<file path="config.mk">
export PLATFORM = sky130hd
export DESIGN_NAME = pc_src_sequencer_flat
export DESIGN_NICKNAME = d
export VERILOG_FILES = /design/src/rtl/pc_src_sequencer_pkg.sv /design/src/rtl/pc_src_sequencer_if.sv /design/src/rtl/pc_src_sequencer_branch_cond_gen.sv /design/src/rtl/pc_src_sequencer.sv /design/src/flat_wrapper.sv
export SDC_FILE = /design/constraint.sdc
export NUM_CORES = 1
export LEC_CHECK = 0
export ABC_AREA = 1
export BUFFER_PORTS_ARGS = -buffer_cell sky130_fd_sc_hd__buf_2
export CAP_MARGIN = 10
export CELL_PAD_IN_SITES_DETAIL_PLACEMENT = 0
export CELL_PAD_IN_SITES_GLOBAL_PLACEMENT = 2
export CORE_MARGIN = 2
export CORE_UTILIZATION = 20
export DETAILED_ROUTE_END_ITERATION = 10
export PLACE_DENSITY = 0.82
export REMOVE_ABC_BUFFERS = 1
export SLEW_MARGIN = 5
export SYNTH_ARGS = -nofsm -noshare
export SYNTH_HDL_FRONTEND = slang
export SYNTH_SLANG_ARGS = --single-unit
</file>
<file path="constraint.sdc">
create_clock -name clk -period 1.7 [get_ports clk]
set_clock_uncertainty 0.05 [all_clocks]
set_input_delay 0.34 -clock clk [delete_from_list [all_inputs] [get_ports clk]]
set_output_delay 0.34 -clock clk [all_outputs]
set_load 0.05 [all_outputs]
</file>
<file path="src/rtl/pc_src_sequencer_pkg.sv">
// Shared definitions for the PC source sequencer: sequencer state encoding,
// RV32 opcode constants, branch func3 codes and PC source mux select codes.
// Also holds the port field widths used by the bus interface.
package pc_src_sequencer_pkg;

   localparam int unsigned OPCODE_W = 7;
   localparam int unsigned FUNC3_W  = 3;
   localparam int unsigned PC_SEL_W = 3;
   localparam int unsigned STATE_W  = 3;

   typedef enum logic [STATE_W-1:0] {
      ST_INIT  = 3'd0,
      ST_FETCH = 3'd1,
      ST_EXEC  = 3'd2,
      ST_WB    = 3'd3,
      ST_INTR  = 3'd4
   } seq_state_t;

   localparam logic [OPCODE_W-1:0] OP_LOAD   = 7'b0000011;
   localparam logic [OPCODE_W-1:0] OP_JAL    = 7'b1101111;
   localparam logic [OPCODE_W-1:0] OP_JALR   = 7'b1100111;
   localparam logic [OPCODE_W-1:0] OP_BRANCH = 7'b1100011;
   localparam logic [OPCODE_W-1:0] OP_SYSTEM = 7'b1110011;

   localparam logic [FUNC3_W-1:0] F3_BEQ  = 3'b000;
   localparam logic [FUNC3_W-1:0] F3_BNE  = 3'b001;
   localparam logic [FUNC3_W-1:0] F3_BLT  = 3'b100;
   localparam logic [FUNC3_W-1:0] F3_BGE  = 3'b101;
   localparam logic [FUNC3_W-1:0] F3_BLTU = 3'b110;
   localparam logic [FUNC3_W-1:0] F3_BGEU = 3'b111;

   localparam logic [PC_SEL_W-1:0] PC_SEL_PC4    = 3'd0;
   localparam logic [PC_SEL_W-1:0] PC_SEL_JALR   = 3'd1;
   localparam logic [PC_SEL_W-1:0] PC_SEL_BRANCH = 3'd2;
   localparam logic [PC_SEL_W-1:0] PC_SEL_JAL    = 3'd3;
   localparam logic [PC_SEL_W-1:0] PC_SEL_MTVEC  = 3'd4;
   localparam logic [PC_SEL_W-1:0] PC_SEL_MEPC   = 3'd5;

endpackage

</file>
<file path="src/rtl/pc_src_sequencer_if.sv">
// Bus between the instruction decode/datapath side and the PC source
// sequencer.
//   master : drives instruction fields, branch compare results, interrupt
//            request and mstatus.MIE; receives PC control outputs.
//   slave  : the sequencer itself.
// Signals: opcode[6:0], func3[2:0], ir_mret, br_eq, br_lt, br_ltu, intr, mie
//          (toward sequencer); pc_sel[2:0], pc_we, mem_rden1, int_taken,
//          state[2:0] (from sequencer).
interface pc_src_sequencer_if;
   import pc_src_sequencer_pkg::*;

   logic [OPCODE_W-1:0] opcode;
   logic [FUNC3_W-1:0]  func3;
   logic                ir_mret;
   logic                br_eq;
   logic                br_lt;
   logic                br_ltu;
   logic                intr;
   logic                mie;
   logic [PC_SEL_W-1:0] pc_sel;
   logic                pc_we;
   logic                mem_rden1;
   logic                int_taken;
   logic [STATE_W-1:0]  state;

   modport master (
      output opcode, func3, ir_mret, br_eq, br_lt, br_ltu, intr, mie,
      input  pc_sel, pc_we, mem_rden1, int_taken, state
   );

   modport slave (
      input  opcode, func3, ir_mret, br_eq, br_lt, br_ltu, intr, mie,
      output pc_sel, pc_we, mem_rden1, int_taken, state
   );

endinterface

</file>
<file path="src/rtl/pc_src_sequencer_branch_cond_gen.sv">
// Branch condition generator: combinational decode of func3 against the
// rs1/rs2 compare flags.
// Ports: func3[2:0], br_eq, br_lt, br_ltu in; taken out.
// func3 010/011 are not branch encodings and never report taken.
module branch_cond_gen
   import pc_src_sequencer_pkg::*;
(
   input  logic [FUNC3_W-1:0] func3,
   input  logic               br_eq,
   input  logic               br_lt,
   input  logic               br_ltu,
   output logic               taken
);

   always_comb begin
      taken = 1'b0;
      case (func3)
         F3_BEQ:  taken = br_eq;
         F3_BNE:  taken = ~br_eq;
         F3_BLT:  taken = br_lt;
         F3_BGE:  taken = ~br_lt;
         F3_BLTU: taken = br_ltu;
         F3_BGEU: taken = ~br_ltu;
         default: taken = 1'b0;
      endcase
   end

endmodule

</file>
<file path="src/rtl/pc_src_sequencer.sv">
// PC source sequencer: multicycle control for fetch / execute / writeback
// and trap entry, producing the PC source mux select and PC load enable.
// Ports: clk, rst_n (synchronous, active-low), bus (pc_src_sequencer_if.slave).
// Parameter FETCH_WAIT (1..7): FETCH cycles covering instruction memory latency.
// Build option: define PC_SEQ_INTR_EN to enable interrupt pending/trap entry;
// without it intr/mie are ignored, INTR is unreachable and int_taken stays 0.
//
// state    | meaning
// ---------+-----------------------------------------------------------
// ST_INIT  | one idle cycle after reset
// ST_FETCH | instruction read, held FETCH_WAIT cycles
// ST_EXEC  | PC update for non-loads (select depends on opcode), loads wait
// ST_WB    | load writeback, PC <= PC+4
// ST_INTR  | trap entry, PC <= MTVEC, int_taken pulse
module pc_src_sequencer
   import pc_src_sequencer_pkg::*;
#(
   parameter int unsigned FETCH_WAIT = 1
)
(
   input logic               clk,
   input logic               rst_n,
   pc_src_sequencer_if.slave bus
);

   localparam logic [2:0] WAIT_LAST = 3'(FETCH_WAIT - 1);

   seq_state_t          state_q;
   seq_state_t          state_d;
   seq_state_t          exit_state;
   logic [2:0]          wait_cnt_q;
   logic                fetch_done;
   logic                intr_pend_q;
   logic                br_taken;
   logic                is_load;
   logic [PC_SEL_W-1:0] exec_sel;
   logic [PC_SEL_W-1:0] pc_sel;
   logic                pc_we;
   logic                mem_rden1;
   logic                int_taken;

   branch_cond_gen u_branch_cond_gen (
      .func3  (bus.func3),
      .br_eq  (bus.br_eq),
      .br_lt  (bus.br_lt),
      .br_ltu (bus.br_ltu),
      .taken  (br_taken)
   );

   assign is_load    = (bus.opcode == OP_LOAD);
   assign fetch_done = (wait_cnt_q == WAIT_LAST);
   assign exit_state = intr_pend_q ? ST_INTR : ST_FETCH;

   always_ff @(posedge clk) begin
      if (!rst_n) begin
         state_q <= ST_INIT;
      end else begin
         state_q <= state_d;
      end
   end

   // Counter rests at zero outside FETCH, so every FETCH entry starts clean.
   always_ff @(posedge clk) begin
      if (!rst_n) begin
         wait_cnt_q <= '0;
      end else if ((state_q == ST_FETCH) && !fetch_done) begin
         wait_cnt_q <= wait_cnt_q + 3'd1;
      end else begin
         wait_cnt_q <= '0;
      end
   end

`ifdef PC_SEQ_INTR_EN
   // A new request in the INTR cycle re-arms the pending flag (set wins).
   always_ff @(posedge clk) begin
      if (!rst_n) begin
         intr_pend_q <= 1'b0;
      end else begin
         intr_pend_q <= (intr_pend_q && (state_q != ST_INTR)) || (bus.intr && bus.mie);
      end
   end
`else
   logic unused_irq;
   assign unused_irq  = bus.intr ^ bus.mie;
   assign intr_pend_q = 1'b0;
`endif

   always_comb begin
      state_d = ST_INIT;
      case (state_q)
         ST_INIT:  state_d = ST_FETCH;
         ST_FETCH: state_d = fetch_done ? ST_EXEC : ST_FETCH;
         ST_EXEC:  state_d = is_load ? ST_WB : exit_state;
         ST_WB:    state_d = exit_state;
`ifdef PC_SEQ_INTR_EN
         ST_INTR:  state_d = ST_FETCH;
`endif
         default:  state_d = ST_INIT;
      endcase
   end

   // MRET still loads MEPC even with an interrupt pending; trap entry
   // follows in the next cycle.
   always_comb begin
      exec_sel = PC_SEL_PC4;
      case (bus.opcode)
         OP_JAL:    exec_sel = PC_SEL_JAL;
         OP_JALR:   exec_sel = PC_SEL_JALR;
         OP_BRANCH: exec_sel = br_taken ? PC_SEL_BRANCH : PC_SEL_PC4;
         OP_SYSTEM: exec_sel = bus.ir_mret ? PC_SEL_MEPC : PC_SEL_PC4;
         default:   exec_sel = PC_SEL_PC4;
      endcase
   end

   // Outputs are forced idle while rst_n is low, whatever the current state.
   always_comb begin
      pc_sel    = PC_SEL_PC4;
      pc_we     = 1'b0;
      mem_rden1 = 1'b0;
      int_taken = 1'b0;
      if (rst_n) begin
         case (state_q)
            ST_FETCH: mem_rden1 = 1'b1;
            ST_EXEC: begin
               if (!is_load) begin
                  pc_we  = 1'b1;
                  pc_sel = exec_sel;
               end
            end
            ST_WB:    pc_we = 1'b1;
`ifdef PC_SEQ_INTR_EN
            ST_INTR: begin
               pc_we     = 1'b1;
               pc_sel    = PC_SEL_MTVEC;
               int_taken = 1'b1;
            end
`endif
            default: ;
         endcase
      end
   end

   assign bus.pc_sel    = pc_sel;
   assign bus.pc_we     = pc_we;
   assign bus.mem_rden1 = mem_rden1;
   assign bus.int_taken = int_taken;
   assign bus.state     = state_q;

endmodule

</file>
<file path="src/flat_wrapper.sv">
// flat-port wrapper written by rule: the top's interface ports become plain ports
module pc_src_sequencer_flat import pc_src_sequencer_pkg::*;
#(
   parameter int unsigned FETCH_WAIT = 1
)
  (clk, rst_n, bus_opcode, bus_func3, bus_ir_mret, bus_br_eq, bus_br_lt, bus_br_ltu, bus_intr, bus_mie, bus_pc_sel, bus_pc_we, bus_mem_rden1, bus_int_taken, bus_state);
  pc_src_sequencer_if bus_i ();
  input logic clk;
  input logic rst_n;
  input wire logic [$bits(bus_i.opcode)-1:0] bus_opcode;
  input wire logic [$bits(bus_i.func3)-1:0] bus_func3;
  input wire logic [$bits(bus_i.ir_mret)-1:0] bus_ir_mret;
  input wire logic [$bits(bus_i.br_eq)-1:0] bus_br_eq;
  input wire logic [$bits(bus_i.br_lt)-1:0] bus_br_lt;
  input wire logic [$bits(bus_i.br_ltu)-1:0] bus_br_ltu;
  input wire logic [$bits(bus_i.intr)-1:0] bus_intr;
  input wire logic [$bits(bus_i.mie)-1:0] bus_mie;
  output wire logic [$bits(bus_i.pc_sel)-1:0] bus_pc_sel;
  output wire logic [$bits(bus_i.pc_we)-1:0] bus_pc_we;
  output wire logic [$bits(bus_i.mem_rden1)-1:0] bus_mem_rden1;
  output wire logic [$bits(bus_i.int_taken)-1:0] bus_int_taken;
  output wire logic [$bits(bus_i.state)-1:0] bus_state;
  assign bus_i.opcode = bus_opcode;
  assign bus_i.func3 = bus_func3;
  assign bus_i.ir_mret = bus_ir_mret;
  assign bus_i.br_eq = bus_br_eq;
  assign bus_i.br_lt = bus_br_lt;
  assign bus_i.br_ltu = bus_br_ltu;
  assign bus_i.intr = bus_intr;
  assign bus_i.mie = bus_mie;
  assign bus_pc_sel = bus_i.pc_sel;
  assign bus_pc_we = bus_i.pc_we;
  assign bus_mem_rden1 = bus_i.mem_rden1;
  assign bus_int_taken = bus_i.int_taken;
  assign bus_state = bus_i.state;
  pc_src_sequencer #(.FETCH_WAIT(FETCH_WAIT)) u_core (.clk(clk), .rst_n(rst_n), .bus(bus_i));
endmodule
</file>
## Word-level counts from Yosys, hierarchy flattened

Cells that the tools add are included.

| storage, ports and cells | value |
|---|---|
| flip-flop bits (word level) | 6 |
| input port bits | 18 |
| output and inout port bits | 9 |
| logic and storage cells | 41 |

| cells by class | value |
|---|---|
| $add $sub $neg | 1 |
| equal/unequal tests | 13 |
| muxes and demuxes | 15 |
| bitwise logic cells | 3 |
| reduce and logical (&&, ||, !) cells | 7 |

Operator list:

| operator | count |
|---|---|
| == test 7 bit, second input constant | 4 |
| == test 3 bit, second input constant | 4 |
| two-way mux 3 bit | 4 |
| case mux 3 bit (4 select lines) | 1 |
| zero test 3 bit | 3 |
| case mux 3 bit (3 select lines) | 1 |
| == test 7 x 2 -> 1 bit, second input constant | 1 |
| == test 3 x 1 -> 1 bit, second input constant | 2 |
| == test 3 x 2 -> 1 bit, second input constant | 2 |
| two-way mux 2 bit | 3 |
| case mux 1 bit (6 select lines) | 1 |
| two-way mux 1 bit | 4 |
| adder 3 x 1 -> 3 bit, second input constant | 1 |
| NOT 1 bit | 3 |
| case mux 1 bit (2 select lines) | 1 |
| AND reduction 2 bit | 1 |
| OR reduction 2 bit | 1 |
| logical AND 1 bit | 1 |
| zero test 1 bit | 1 |

## Longest topological paths before layout

Gate-level depths: netlist of run 1.

| depth | value |
|---|---|
| depth in word-level cells | 7 |
| mapped depth | 8 |
| depth with buffers taken out | 8 |

## Hierarchy

From an unflattened synthesis of run 1, not the netlist that was laid out.

| second synthesis, totals | value |
|---|---|
| cells, all modules | 77 |
| area total of the unflattened synthesis | 456.7 sq um |

By module, submodules not included:

| module | times used | cells each | area each (sq um) | sequential area each (sq um) |
|---|---|---|---|---|
| pc_src_sequencer | 1 | 61 | 387.9 | 100.1 |
| branch_cond_gen | 1 | 16 | 68.8 | 0.0 |

## Worst setup path after synthesis of run 1

OpenSTA, ideal clock, no wires.

| timing | value |
|---|---|
| path type | flip-flop to output port |
| start | register u_core.state_q[1] (netlist: u_core.bus.state[1]) |
| end | output port bus_pc_sel[2] |
| arrival | 2.022 ns |
| required time | 1.310 ns |
| path slack | -0.712 ns |
| stages on the path, launching flop included | 5 |
| buffers on the path | 0 |
| path through | dfxtp_1 nand2_1 nor2_1 nand2_1 nor3_1 |

| between the ends | value |
|---|---|
| cells in the longest elaborated chain, start to end | 3 |

Ends and longest elaborated chain:

| what | RTL line | RTL |
|---|---|---|
| start, declared | pc_src_sequencer.sv:28 | `seq_state_t state_q;` |
| start signal, assigned | pc_src_sequencer.sv:58 | `state_q <= state_d;` |
| == test 3 x 2 -> 1 bit | pc_src_sequencer.sv:122 | `case (state_q)` |
| two-way mux 3 bit | pc_src_sequencer.sv:122 |  |
| two-way mux 3 bit | pc_src_sequencer.sv:121 | `if (rst_n) begin` |
| end, declared | flat_wrapper.sv:18 | `output wire logic [$bits(bus_i.pc_sel)-1:0] bus_pc_sel;` |

Every way passes these cells.

## Worst setup path in the final report of run 1

| timing | value |
|---|---|
| start | register u_core.state_q[0] (netlist: u_core.bus.state[0]) |
| end | output port bus_pc_sel[2] |

Same word-level chain as after synthesis.

==> results of run 1 <==
## how the worst max path moves through the flow
stage / cells past startpoint / endpoint / slack (ns) / startpoint
finish: 6 / bus_pc_sel[2] / 0.06 / u_core.bus.state[0]
global route: 6 / bus_pc_sel[2] / -0.02 / u_core.bus.state[0]
CTS: 6 / bus_pc_sel[2] / 0.02 / u_core.bus.state[0]
detailed placement: 9 / bus_pc_sel[1] / 0.06 / bus_opcode[3]
global placement: 9 / bus_pc_sel[1] / 0.05 / bus_opcode[3]
floorplan: 4 / bus_pc_sel[2] / -0.71 / u_core.bus.state[1]
## power groups by stage
stage	Sequential, mW	Combinational [mW]	Clock (mW)
floorplan	0.138	0.0537	0
global placement	0.125	0.102	0
detailed placement	0.125	0.103	0
CTS	0.123	0.104	0.149
global route	0.123	0.120	0.158
finish	0.124	0.109	0.141
## cell families (layout without fill, tap and decap cells)
group	Yosys count	in the layout	synth area share, %
AND/OR/NAND/NOR	41	41	42.42
buffers and inverters	21	48	19.01
AO/OA/AOI/OAI	6	6	8.265
flip-flops	5	5	22.04
adder cells (fa/ha/maj)	2	2	5.509
other	1	2	0.8257
XOR/XNOR	1	1	1.929
## sequential cells by signal, indices dropped and copies added, names as in the netlist
| register | cells |
|---|---|
| u_core.wait_cnt_q | 3 |
| u_core.bus.state | 2 |
## repair_timing
item                                    in CTS  in global routing
gates cloned                                 0                  0
gates resized for setup                      4                 11
buffers inserted                             0                  1
pin swaps                                    0                  3
endpoints found under the setup margin       3                  4
## routing by layer
metal	global-route usage, %	routed length, um	vias to the layer above
met5	0	0	-
met4	1.316	0	0
met3	3.448	95	0
met2	13.46	463	20
met1	8.901	429	211
li1	-	-	280
## cell type report
type	instances	area, um^2	area share [%]
repair buffers	25	153.9	22.65
multi-input cells	52	291.5	42.91
well taps	28	35.03	5.157
clock buffers	4	26.28	3.867
inverters	19	71.32	10.50
flip-flops and latches	5	101.3	14.92
## layout by cell type (no fill, tap or decap), drive strengths merged
| master | instances |
|---|---|
| buf | 25 |
| clkbuf | 4 |
| nand3 | 4 |
| conb | 2 |
| ha | 2 |
| nand4 | 2 |
| nand2 | 15 |
| a21oi | 4 |
| o21ai | 2 |
| dfxtp | 5 |
| xnor2 | 1 |
| inv | 19 |
| nor2 | 19 |
| nor3 | 1 |
## per-stage QoR
step / utilization [%] / hold slack [ns] / instance area, um^2
final: 31.31 / 0.4043 / 679.4
after global routing: 31.31 / 0.4326 / 679.4
after CTS: 29.47 / 0.4075 / 639.4
after detailed placement: 27.80 / 0.4010 / 603.1
after global placement: 27.80 / 0.3805 / 603.1
after floorplan: - / 0.3673 / 442.9
==> out/qor.yml, run 1 <==
outcome:
  status: "finished clean"
grt:
  grt_use_total_pct: 7.776
  gr-total-overflow: 0
  grt_pass1_wl_um: 1552
  antenna_found_initial: 0
  grt_max_degree: 5
  grt_pass1_vias: 434
synthesis:
  synth_edf_count: 0
  yosys.area.top_type_share_pct: 22.04
  synth_top_area_cell: "dfxtp_1"
  async_flop_share_pct: 0
  synthTopCellsByArea: "dfxtp_1, nor2_1, inv_1"
  yosysSeqAreaShare_pct: 22.04
  syn_inst: 77
  avgSynthCellArea_um2: 5.899
  yosysMostFrequentCell: "nor2_1"
  synth_seq_cells: 5
  synth_flop_cell: "dfxtp_1"
  ys_types: 19
  synthTopCellsByCount: "nor2_1, inv_1, nand2_1, dfxtp_1, inv_2"
  syn_area_um2: 454.2
  yosys_warnings: 0
place:
  hpwl_um: 835.9
  io_buffers: 22
  place_inst: 128
  place_congestion: 0.6533
  pre_cts_ws_ns: 0.05962
floorplanning:
  die_area_um2: 2668
  die_x_um: 51.66
  initial_core_util_pct: 20.93
  ios: 27
  coreArea_um2: 2170
  die_h_um: 51.66
  rows: 17
critical_path:
  max_stage_delay_ns: 0.31
  worst_path_max_delay_cell: "dfxtp_2"
  cp.required_ns: 1.31
  criticalPathCategory: "reg -> out"
  ff2ff_path_depth: 8
  crit_buf_inv: 2
  cp.arrival_ns: 1.25
  reg2reg_slack_ns: 0.58
  reg2reg_to: "u_core.bus.state[1]"
  reg2reg_from: "u_core.wait_cnt_q[0]"
  cp_top_family: "simple AND/OR/NAND/NOR gates"
  path_cells: "inv_2, nand2_2, nor2_4, nand2_2, nor3_2, buf_6"
  crit_path_end_kind: "output port"
  cpMostUsedCell: "nand2_2"
  cp_max_fo: 2
  cp-start-kind: "register"
pwr:
  p_switching_uw: 126.0
  p_total_uw: 373.3
  powerDensity_nw_per_um2: 549.5
  ir_drop_mv: 0.2782
  intPower_uw: 247.4
  p_seq_share_pct: 33.1
  swShare_pct: 33.75
  p_leak_nw: 0.3450
  p_clk_share_pct: 37.7
  p_comb_share_pct: 29.2
route:
  routed_via_density: 3.842
  drt_iter0_markers: 4
  ant_nets: 0
  dr_total_vias: 511
  wl_per_cell_um: 7.436
  drcViolationCount: 0
  routed_wl_um: 989
  detail_route.first_pass.iterations: 4
clocking:
  cts_buffers: 3
  cts_hold_buf: 0
  cts_root_buf: "clkbuf_4"
  clock-sinks: 5
  htree_levels: 1
  tritoncts: "built"
  clkTransAtPathRegs_ns: 0.05
  clockBufferDepth: 2
  insertion_delay_ns: 0.24
worst_hold_path:
  min_from: "u_core.wait_cnt_q[0]"
  hold_depth: 1
  min_path_type: "reg -> reg"
  holdPathEnd: "u_core.wait_cnt_q[0]"
flow_run:
  drv_cap: 0
layout:
  nets: 126
  area_growth_syn_to_layout_pct: 49.59
  fin_cells: 133
  nFillCells: 261
  drive_above_1_share_pct: 44.76
  diodes: 0
timing:
  fmax_ghz: 0.6100
  grt_setup_unrepaired: "yes"
  period_share_pct: 96.43
  fin_crit_ns: 1.639
  setup_slack_ns: 0.06063
  maxSlewViolCount: 0
  finalSetupViolations: 0
  tns_ns: 0
  hold_viol_final: 0
Note: power is estimated with default switching activity, not from simulation.
==> run 2, diff against run 1 <==
- ABC_AREA: 1 -> 0
- PLACE_DENSITY: 0.82 -> 0.88
==> out/qor.yml, run 2 <==
synthesis:
  syn_area_um2: 365.4  # -20%
  yosysSeqAreaShare_pct: 27.40  # +5.4 points
  async_flop_share_pct: 0  # unchanged
  yosys_warnings: 0  # unchanged
  ys_types: 24  # +5
  synthTopCellsByArea: "dfxtp_1, nand2_1, ha_1"
  yosys.area.top_type_share_pct: 27.40  # +5.4 points
  synth_edf_count: 0  # unchanged
  yosysMostFrequentCell: "nand2_1"
  avgSynthCellArea_um2: 7.942  # +35%
  synthTopCellsByCount: "nand2_1, dfxtp_1, nor2_1, inv_1"
  synth_flop_cell: "dfxtp_1"
  synth_seq_cells: 5  # unchanged
  synth_top_area_cell: "dfxtp_1"
  syn_inst: 46  # -40%
layout:
  utilization_pct: 34.71  # +3.4 points
  regMostFlops: "u_core.wait_cnt_q"
  design_area_um2: 599.3  # -12%
  nets: 99  # -21%
  fin_cells: 103  # -23%
  final_common_cell: "buf_2"
  diodes: 0  # unchanged
  drive_above_1_share_pct: 51.28  # +6.5 points
  area_growth_syn_to_layout_pct: 64.04
  final_cell_mix: "buf_2, buf_4, nand2_1"
  largest_register_ffs: 3  # unchanged
timing:
  tns_ns: -0.4639  # -0.4639 ns
  maxSlewViolCount: 0  # unchanged
  period_share_pct: 110.3  # +14 points
  fin_crit_ns: 1.875  # +0.2357 ns
  fmax_ghz: 0.5333  # -13%
  hold_viol_final: 0  # unchanged
  finalSetupViolations: 3  # +3
  setup_slack_ns: -0.1751  # -0.2357 ns
  holdWs_ns: 0.3873  # -0.01702 ns
  grt_setup_unrepaired: "yes"
clocking:
  clock-sinks: 5  # unchanged
  cts_root_buf: "clkbuf_4"
  tritoncts: "built"
  cts_hold_buf: 0  # unchanged
  insertion_delay_ns: 0.25  # about the same
  htree_levels: 1  # unchanged
  clkTransAtPathRegs_ns: 0.05  # about the same
  cts_buffers: 3  # unchanged
  clockBufferDepth: 2  # unchanged
place:
  place_inst: 99  # -23%
  pre_cts_ws_ns: -0.1862  # -0.2458 ns
  hpwl_um: 754.1  # -9.8%
  place_congestion: 0.6330  # -3.1%
  placed_area_um2: 548.0  # -9.1%
  io_buffers: 22  # unchanged
grt:
  grt_max_degree: 5  # unchanged
  antenna_found_initial: 0  # unchanged
  grt_pass1_wl_um: 1214  # -22%
  grt_use_total_pct: 8.097  # +0.32 points
  grt_pass1_vias: 335  # -23%
  gr-total-overflow: 0  # unchanged
outcome:
  status: "finished, violations left"
  violations: "setup timing"
pwr:
  p_seq_share_pct: 33.9  # +0.8 points
  p_leak_nw: 0.2908  # -16%
  powerDensity_nw_per_um2: 606.4  # +10%
  p_switching_uw: 114.8  # -8.9%
  p_clk_share_pct: 38.3  # +0.6 points
  p_comb_share_pct: 27.8  # -1.4 points
  swShare_pct: 31.58  # -2.2 points
  intPower_uw: 248.6  # +0.52%
  ir_drop_mv: 0.3824  # +37%
  p_total_uw: 363.4  # -2.7%
critical_path:
  criticalPathCategory: "reg -> out"
  cp-start-kind: "register"
  cp_max_fo: 3  # +1
  cp.arrival_ns: 1.49  # +0.24 ns
  crit_end: "bus_pc_sel[1]"
  reg2reg_to: "u_core.bus.state[0]"
  reg2reg_slack_ns: 0.47  # -0.11 ns
  startpoint: "u_core.bus.state[0]"
  cp.required_ns: 1.31  # about the same
  crit_path_end_kind: "output port"
  ff2ff_path_depth: 5  # -3
  reg2reg_from: "u_core.wait_cnt_q[0]"
route:
  drt_iter0_markers: 5  # +1
  detail_route.first_pass.iterations: 4  # unchanged
  routed_via_density: 3.825  # -0.44%
  wl_per_cell_um: 8.252  # +11%
  drcViolationCount: 0  # unchanged
  routed_wl_um: 850  # -14%
  dr_total_vias: 394  # -23%
  ant_nets: 0  # unchanged
floorplanning:
  ios: 27  # unchanged
  initial_core_util_pct: 21.16  # +0.23 points
  die_x_um: 46.74  # -9.5%
  die_area_um2: 2185  # -18%
  coreArea_um2: 1727  # -20%
  rows: 15  # -2
  die_h_um: 46.74  # -9.5%
flow_run:
  drv_cap: 0  # unchanged
worst_hold_path:
  min_path_type: "in -> reg"
-- run 2: how the worst min path moves through the flow --
| stage | start | end | cells after the start |
|---|---|---|---|
| 6_report | rst_n | u_core.bus.state[0] | 3 |
| 5_1_grt | rst_n | u_core.bus.state[0] | 3 |
| 4_1_cts | rst_n | u_core.bus.state[0] | 3 |
| 3_5_place_dp | u_core.wait_cnt_q[0] | u_core.wait_cnt_q[0] | 1 |
| 3_3_place_gp | u_core.wait_cnt_q[0] | u_core.wait_cnt_q[0] | 1 |
| 2_1_floorplan | u_core.wait_cnt_q[0] | u_core.wait_cnt_q[0] | 1 |
-- run 2: per-layer routing --
| layer | global-route usage [%] | part of all wire, % |
|---|---|---|
| met1 | 10.42 | 48 |
| met2 | 11.94 | 41 |
| met3 | 2.308 | 11 |
| met4 | 5.000 | 0 |
| met5 | 0 | 0 |
-- run 2: power by group through the flow --
| stage | Sequential, mW | Combinational [mW] | Clock [mW] |
|---|---|---|---|
| 6_report | 0.123 | 0.101 | 0.139 |
| 5_1_grt | 0.124 | 0.110 | 0.153 |
| 4_1_cts | 0.123 | 0.0996 | 0.147 |
| 3_5_place_dp | 0.125 | 0.0989 | 0 |
| 3_3_place_gp | 0.125 | 0.0985 | 0 |
| 2_1_floorplan | 0.138 | 0.0407 | 0 |
-- run 2: worst max-delay path: stages, from the launching register on --
cell      delay [ns]
dfxtp_2         0.32
or4_4           0.54
a211oi_2        0.19
buf_6           0.19
-- run 2: cell families (layout without fill, tap and decap cells) --
group | count (synthesis) | in the layout | share of synthesized area (%)
simple gates | 23 | 23 | 33.90
compound gates | 7 | 7 | 16.09
flops | 5 | 5 | 27.40
buf+inv | 5 | 36 | 7.190
fa+ha+maj | 2 | 2 | 6.848
xor+xnor | 2 | 2 | 4.795
other cells | 1 | 2 | 1.026
mux | 1 | 1 | 2.740
-- run 2: layout make-up --
| type | count | area (um^2) |
|---|---|---|
| clock buffers | 3 | 22.52 |
| clock inverters | 1 | 5.005 |
| fillers | 197 | 1127 |
| inverters | 3 | 11.26 |
| multi-input cells | 37 | 245.2 |
| flip-flops and latches | 5 | 101.3 |
| well taps | 25 | 31.28 |
| repair buffers | 29 | 182.7 |
-- run 2: timing repair --
action	in CTS	in global routing
buffers inserted	0	0
pin swaps	2	0
gates resized for setup	6	5
setup endpoints to repair	5	5
